--- config.mk ---
export PLATFORM = sky130hd
export DESIGN_NAME = load_store_unit
export DESIGN_NICKNAME = d
export VERILOG_FILES = /design/src/rtl/load_store_unit.sv
export SDC_FILE = /design/constraint.sdc
export NUM_CORES = 1
export LEC_CHECK = 0
export BUFFER_PORTS_ARGS = -buffer_cell sky130_fd_sc_hd__buf_2
export CAP_MARGIN = 20
export CELL_PAD_IN_SITES_DETAIL_PLACEMENT = 0
export CELL_PAD_IN_SITES_GLOBAL_PLACEMENT = 1
export CORE_ASPECT_RATIO = 1.25
export CORE_UTILIZATION = 27
export CTS_BUF_LIST = sky130_fd_sc_hd__clkbuf_8 sky130_fd_sc_hd__clkbuf_16
export CTS_CLUSTER_SIZE = 20
export DETAILED_ROUTE_END_ITERATION = 10
export HOLD_SLACK_MARGIN = 0.08
export PLACE_DENSITY = 0.63
export SLEW_MARGIN = 30
export SYNTH_ARGS = -nofsm -noshare
export SYNTH_HDL_FRONTEND = slang
export SYNTH_SLANG_ARGS = --single-unit
--- constraint.sdc ---
create_clock -name clk -period 4.8 [get_ports clk]
set_input_delay 0.72 -clock clk [delete_from_list [all_inputs] [get_ports clk]]
set_output_delay 0.72 -clock clk [all_outputs]
set_load 0.1 [all_outputs]
--- src/rtl/load_store_unit.sv ---
// ----------------------------------------------------------------------------
// load_store_unit
//
// Load/store sequencer between the RV32E execute stage and memory_group. It
// takes one request at a time, checks it for faults, drives the single-cycle
// synchronous memory port, extends load data and returns one response per
// request.
//
// Ports:
//   clk, rst          clock, asynchronous active-high reset
//   req_valid/ready   request handshake (ready only when idle)
//   req_we            1 = store, 0 = load
//   req_funct3        RISC-V funct3 (size and signedness)
//   req_addr          byte address
//   req_wdata         right-justified store data
//   req_rd            destination tag, returned unchanged in resp_rd
//   resp_valid/ready  response handshake
//   resp_data         extended load data, 0 for stores and faults
//   resp_fault        illegal funct3 or out-of-range access
//   resp_rd           tag of the request being answered
//   mem_write_mask    byte write enables to memory_group
//   mem_addr          byte address to memory_group
//   mem_write_data    unshifted store data to memory_group
//   mem_read_data     read data, valid one cycle after mem_addr
// ----------------------------------------------------------------------------
module load_store_unit #(
    parameter int DATA_DEPTH = 4096,
    localparam int ADDR_W = 2 + $clog2(DATA_DEPTH)
) (
    input  logic              clk,
    input  logic              rst,
    input  logic              req_valid,
    output logic              req_ready,
    input  logic              req_we,
    input  logic [2:0]        req_funct3,
    input  logic [31:0]       req_addr,
    input  logic [31:0]       req_wdata,
    input  logic [3:0]        req_rd,
    output logic              resp_valid,
    input  logic              resp_ready,
    output logic [31:0]       resp_data,
    output logic              resp_fault,
    output logic [3:0]        resp_rd,
    output logic [3:0]        mem_write_mask,
    output logic [ADDR_W-1:0] mem_addr,
    output logic [31:0]       mem_write_data,
    input  logic [31:0]       mem_read_data
);

    // Highest legal byte address, held in 33 bits so the end-of-access sum
    // below cannot wrap and any nonzero upper address bits also fault.
    localparam logic [32:0] LAST_BYTE = 33'(4 * DATA_DEPTH - 1);

    typedef enum logic [1:0] {
        StIdle,
        StAccess,
        StLoadWait,
        StResp
    } state_t;

    state_t      state;
    logic        lat_we;
    logic [2:0]  lat_funct3;

    logic [32:0] access_size;
    logic [32:0] end_byte;
    logic        funct3_bad;
    logic        range_bad;
    logic        req_fault;
    logic [3:0]  store_mask;
    logic [31:0] load_data;

    assign req_ready  = (state == StIdle);
    assign resp_valid = (state == StResp);

    // ------------------------------------------------------------------
    // Accept-time decode: size, fault detection, byte mask
    // ------------------------------------------------------------------
    always_comb begin
        access_size = 33'd4;
        store_mask  = 4'b1111;
        case (req_funct3[1:0])
            2'b00: begin
                access_size = 33'd1;
                store_mask  = 4'b0001;
            end
            2'b01: begin
                access_size = 33'd2;
                store_mask  = 4'b0011;
            end
            default: begin
                access_size = 33'd4;
                store_mask  = 4'b1111;
            end
        endcase
    end

    always_comb begin
        if (req_we) begin
            // Only SB/SH/SW exist.
            funct3_bad = req_funct3[2] | (req_funct3[1:0] == 2'b11);
        end else begin
            // 011, 110 and 111 are not loads.
            funct3_bad = (req_funct3[1:0] == 2'b11) | (req_funct3[2:1] == 2'b11);
        end
    end

    assign end_byte  = {1'b0, req_addr} + access_size - 33'd1;
    assign range_bad = (end_byte > LAST_BYTE);
    assign req_fault = funct3_bad | range_bad;

    // ------------------------------------------------------------------
    // Load result extension, based on the latched funct3
    // ------------------------------------------------------------------
    always_comb begin
        load_data = mem_read_data;
        case (lat_funct3)
            3'b000:  load_data = {{24{mem_read_data[7]}}, mem_read_data[7:0]};
            3'b001:  load_data = {{16{mem_read_data[15]}}, mem_read_data[15:0]};
            3'b100:  load_data = {24'h000000, mem_read_data[7:0]};
            3'b101:  load_data = {16'h0000, mem_read_data[15:0]};
            default: load_data = mem_read_data;
        endcase
    end

    // ------------------------------------------------------------------
    // Sequencer with registered outputs. The write mask is only ever set
    // on the way into StAccess and cleared on the way out, so reset drops
    // it immediately and aborts any store that has not yet committed.
    // ------------------------------------------------------------------
    always_ff @(posedge clk or posedge rst) begin
        if (rst) begin
            state          <= StIdle;
            lat_we         <= 1'b0;
            lat_funct3     <= 3'b000;
            resp_data      <= 32'h0;
            resp_fault     <= 1'b0;
            resp_rd        <= 4'h0;
            mem_write_mask <= 4'b0000;
            mem_addr       <= '0;
            mem_write_data <= 32'h0;
        end else begin
            case (state)
                StIdle: begin
                    if (req_valid) begin
                        lat_we     <= req_we;
                        lat_funct3 <= req_funct3;
                        resp_rd    <= req_rd;
                        resp_data  <= 32'h0;
                        if (req_fault) begin
                            resp_fault <= 1'b1;
                            state      <= StResp;
                        end else begin
                            resp_fault     <= 1'b0;
                            mem_addr       <= req_addr[ADDR_W-1:0];
                            mem_write_data <= req_wdata;
                            mem_write_mask <= req_we ? store_mask : 4'b0000;
                            state          <= StAccess;
                        end
                    end
                end
                StAccess: begin
                    // A store commits at this edge; a load's read is launched.
                    mem_write_mask <= 4'b0000;
                    state          <= lat_we ? StResp : StLoadWait;
                end
                StLoadWait: begin
                    resp_data <= load_data;
                    state     <= StResp;
                end
                StResp: begin
                    if (resp_ready) begin
                        state <= StIdle;
                    end
                end
                default: begin
                    state <= StIdle;
                end
            endcase
        end
    end

endmodule

==> impl_metrics.ini <==
[synth]
synth_top_area_share_pct = 40.1
synth.yosys.seq_area_share_pct = 40.1
synthXorXnorAreaFrac_pct = 1.07
synth_area_leaders = dfrtp_1 40%, mux2_2 9.4%, ha_1 8.3%, o21ai_0 3.9%, nand2_1 3.9%
syn_nets = 742
synth_common_cells = 92 x dfrtp_1, 59 x nand2_1, 50 x inv_1, 48 x mux2_2, 45 x o21ai_0
yosysWarnings = 0
synthArstFlopShare_pct = 100
synth-simple-area-share_pct = 13.8
synthMuxAreaShare_pct = 11.3
synth_cell_types = 63
synth-compound-area-share_pct = 19.4
syn_area_um2 = 5740
synth_fa_ha_area_share_pct = 8.63
synth_top_cell_by_area = dfrtp_1
synth_ff_type = dfrtp_1
synth_most_common_cell = dfrtp_1
syn_area_per_cell_um2 = 9.65
synth_edf_count = 0
syn_inst = 595
synth_top_family_by_area = compound AO/OA/AOI/OAI gates
synth_seq_cells = 92

[power_and_ir_drop]
clock_power_share_pct = 18.5
combPwrFrac_pct = 53.6
switchingPower_mw = 2.01
p_leak_nw = 3.88
total_power_mw = 3.78
p_int_mw = 1.77
peakVddDrop_mv = 0.402
seqPwrFrac_pct = 27.9
swShare_pct = 53.2
powerDensity_nw_per_um2 = 517

[global_routing]
grtUsageMet3_pct = 2.46
busiest_layer = met2
grt_pass1_wl_um = 25600
grt_use_met2_pct = 25.9
grt_max_degree = 55
grt_pass1_vias = 4946
grt_use_total_pct = 14.7
use_met1_pct = 18.3
antenna_found_initial = 0
grt-ovfl-total = 0

[clocking]
cts_resized = 0
cts_hold_buf = 0
worstSkewPairLatency_ps = 340
cts_root_buf = clkbuf_16
postCtsSetupBuffers = 0
cts_buffer_depth = 2
clk_pin_slew_worst_paths_ps = 70
cts_sinks = 92
cts_buffers = 9
htree_levels = 3
cts_tree = built

[setup_path]
path_buf_inv = 4
cp.arrival_ps = 4670
crit_family = compound AO/OA/AOI/OAI gates
crit_path_end_kind = register
cp_max_fo = 50
rr_endpoint = mem_addr[13]
criticalPathCategory = input pin to register
cp-startpoint = req_funct3[1]
reg2reg_from = state[0]
r2r_slack_ps = 2190
cp.required_ps = 5030
path_cells = buf_2 > inv_1 > nand2_1 > ha_1 > inv_1 > ha_1 > fa_1 > a211oi_1 > o211ai_1 > a21oi_1 > o41ai_1 > a311oi_1 > xnor2_1 > or4_4 > nor4_4 > buf_12 > mux2_2
slowest_delay_ps = 540
startpoint_type = input pin
rr_worst_depth = 8
cp_slowest_cell = or4_4

[timing]
rsz0062_at_grt = false
finalHoldViolCount = 0
finalSetupViolCount = 0
fmax_ghz = 0.225
finalSetupTns_ps = 0
whs_ps = 480
period_needed_ps = 4450
period_share_pct = 92.7
maxSlewHeadroom_pct = 51.2
fin_skew_ps = 7.77
worstMarginPinSlew_ps = 732
slew_viol_final = 0

[floorplanning]
core_um2 = 20800
start_util_pct = 27.6
die-area_um2 = 21900
pin_count = 197
num_rows = 59
die_h_um = 165
die_x_um = 132

[detailed_routing]
drt_wl_total_um = 16000
num_vias = 5043
drc = 0
viasPerCell = 4.74
dr.first_iter.drc_count = 188
wl_per_cell_um = 15.1
ant_nets = 0
dr.pass1.iters = 4

[finish]
finalNetCount = 932
multi_input_area_um2 = 3120
finalNonFillerCells = 1064
n_antenna_cell = 0
n_fill_cell = 2190
drive_gt1_share_pct = 35.9
ff_latch_area_um2 = 2300
post-route-util_pct = 35.1
areaGrowthSynthToFinish_pct = 27.2

[flow_run]
maxCapViolCount = 0

[hold_path]
hold_depth = 1
min_from = mem_addr[3]
holdPathEnd = mem_addr[3]
worstHoldPathType = register to register

[place]
place_hpwl_um = 12600
port_buffers = 196
placedCellCount = 1048
routabilityCongestion = 0.780

[outcome]
outcome = finished clean
flip-flops by register name (all words and copies together), names as in the netlist:
name	flops
mem_write_data	32
resp_data	32
mem_addr	14
resp_rd	4
lat_funct3	3
mem_write_mask	3
state	2
lat_we	1
resp_fault	1
through the flow:
stage	worst slack, ps	instance area, um^2
after detailed placement	-23.1	7010
after global routing	69.1	7300
final	352	7300
after global placement	76.3	7010
after floorplan	445	5740
after CTS	325	7300
area by class of cell:
class                   count  area share (%)
clock buffers              10            3.27
multi-input cells         428            42.7
clock inverters             6           0.754
inverters                  50            2.60
well taps                 274            4.69
repair buffers            204            14.4
flip-flops and latches     92            31.5
worst reg2reg max path: cells and delay by family (launching register included):
family                   cells  cell delay (ps)
multiplexers                 1              430
AND/OR/NAND/NOR              2              560
flip-flops                   1              410
adder cells (fa/ha/maj)      1              340
buffers and inverters        3              650
AO/OA/AOI/OAI                1              120
cell usage in the layout (no fill, tap or decap), types with 5 or more instances in the layout:
cell,n
buf_2,196
dfrtp_1,92
nand2_1,59
inv_1,49
mux2_2,48
o21ai_0,44
ha_1,38
a21oi_1,36
nor2_1,19
nor2b_1,17
a22o_1,16
a21o_1,15
o211ai_1,13
nand3_1,12
nor3_1,10
clkbuf_16,9
a211oi_1,8
nand4_1,8
mux2_1,7
buf_4,7
nor4_1,5
a31oi_1,5
power by group through the flow:
| stage | logic (mW) | clock network (mW) | registers, mW |
|---|---|---|---|
| after global routing | 2.15 | 0.753 | 1.08 |
| after CTS | 2.04 | 0.721 | 1.05 |
| final | 2.03 | 0.699 | 1.05 |
| after floorplan | 0.699 | 0 | 2.01 |
| after global placement | 2.04 | 0 | 1.07 |
| after detailed placement | 2.04 | 0 | 1.07 |
kinds of logic after synthesis:
group	after synthesis
adders and majority gates	39
xor gates and xnor gates	7
and+or+nand+nor	156
muxes	58
DFF	92
AOI/OAI and AO/OA	168
buffers and inverters	75
per-layer routing:
layer  wire length, um  vias to the layer above  share of wire (%)
li1                  -                     2520                  -
met1              7140                     2358                 45
met2              7840                      150                 49
met3               822                       15                5.1
met4               208                        0                1.3
met5                 0                        -                  0
worst max-delay path by stage:
stage / to / slack (ps) / cells past startpoint
final: mem_addr[13] / 350 / 17
after global routing: mem_addr[5] / 70 / 17
after CTS: mem_write_data[15] / 320 / 17
after detailed placement: mem_addr[13] / -20 / 17
after global placement: mem_addr[11] / 80 / 17
after floorplan: mem_addr[10] / 450 / 16
Power figures use the tool's default switching activity.
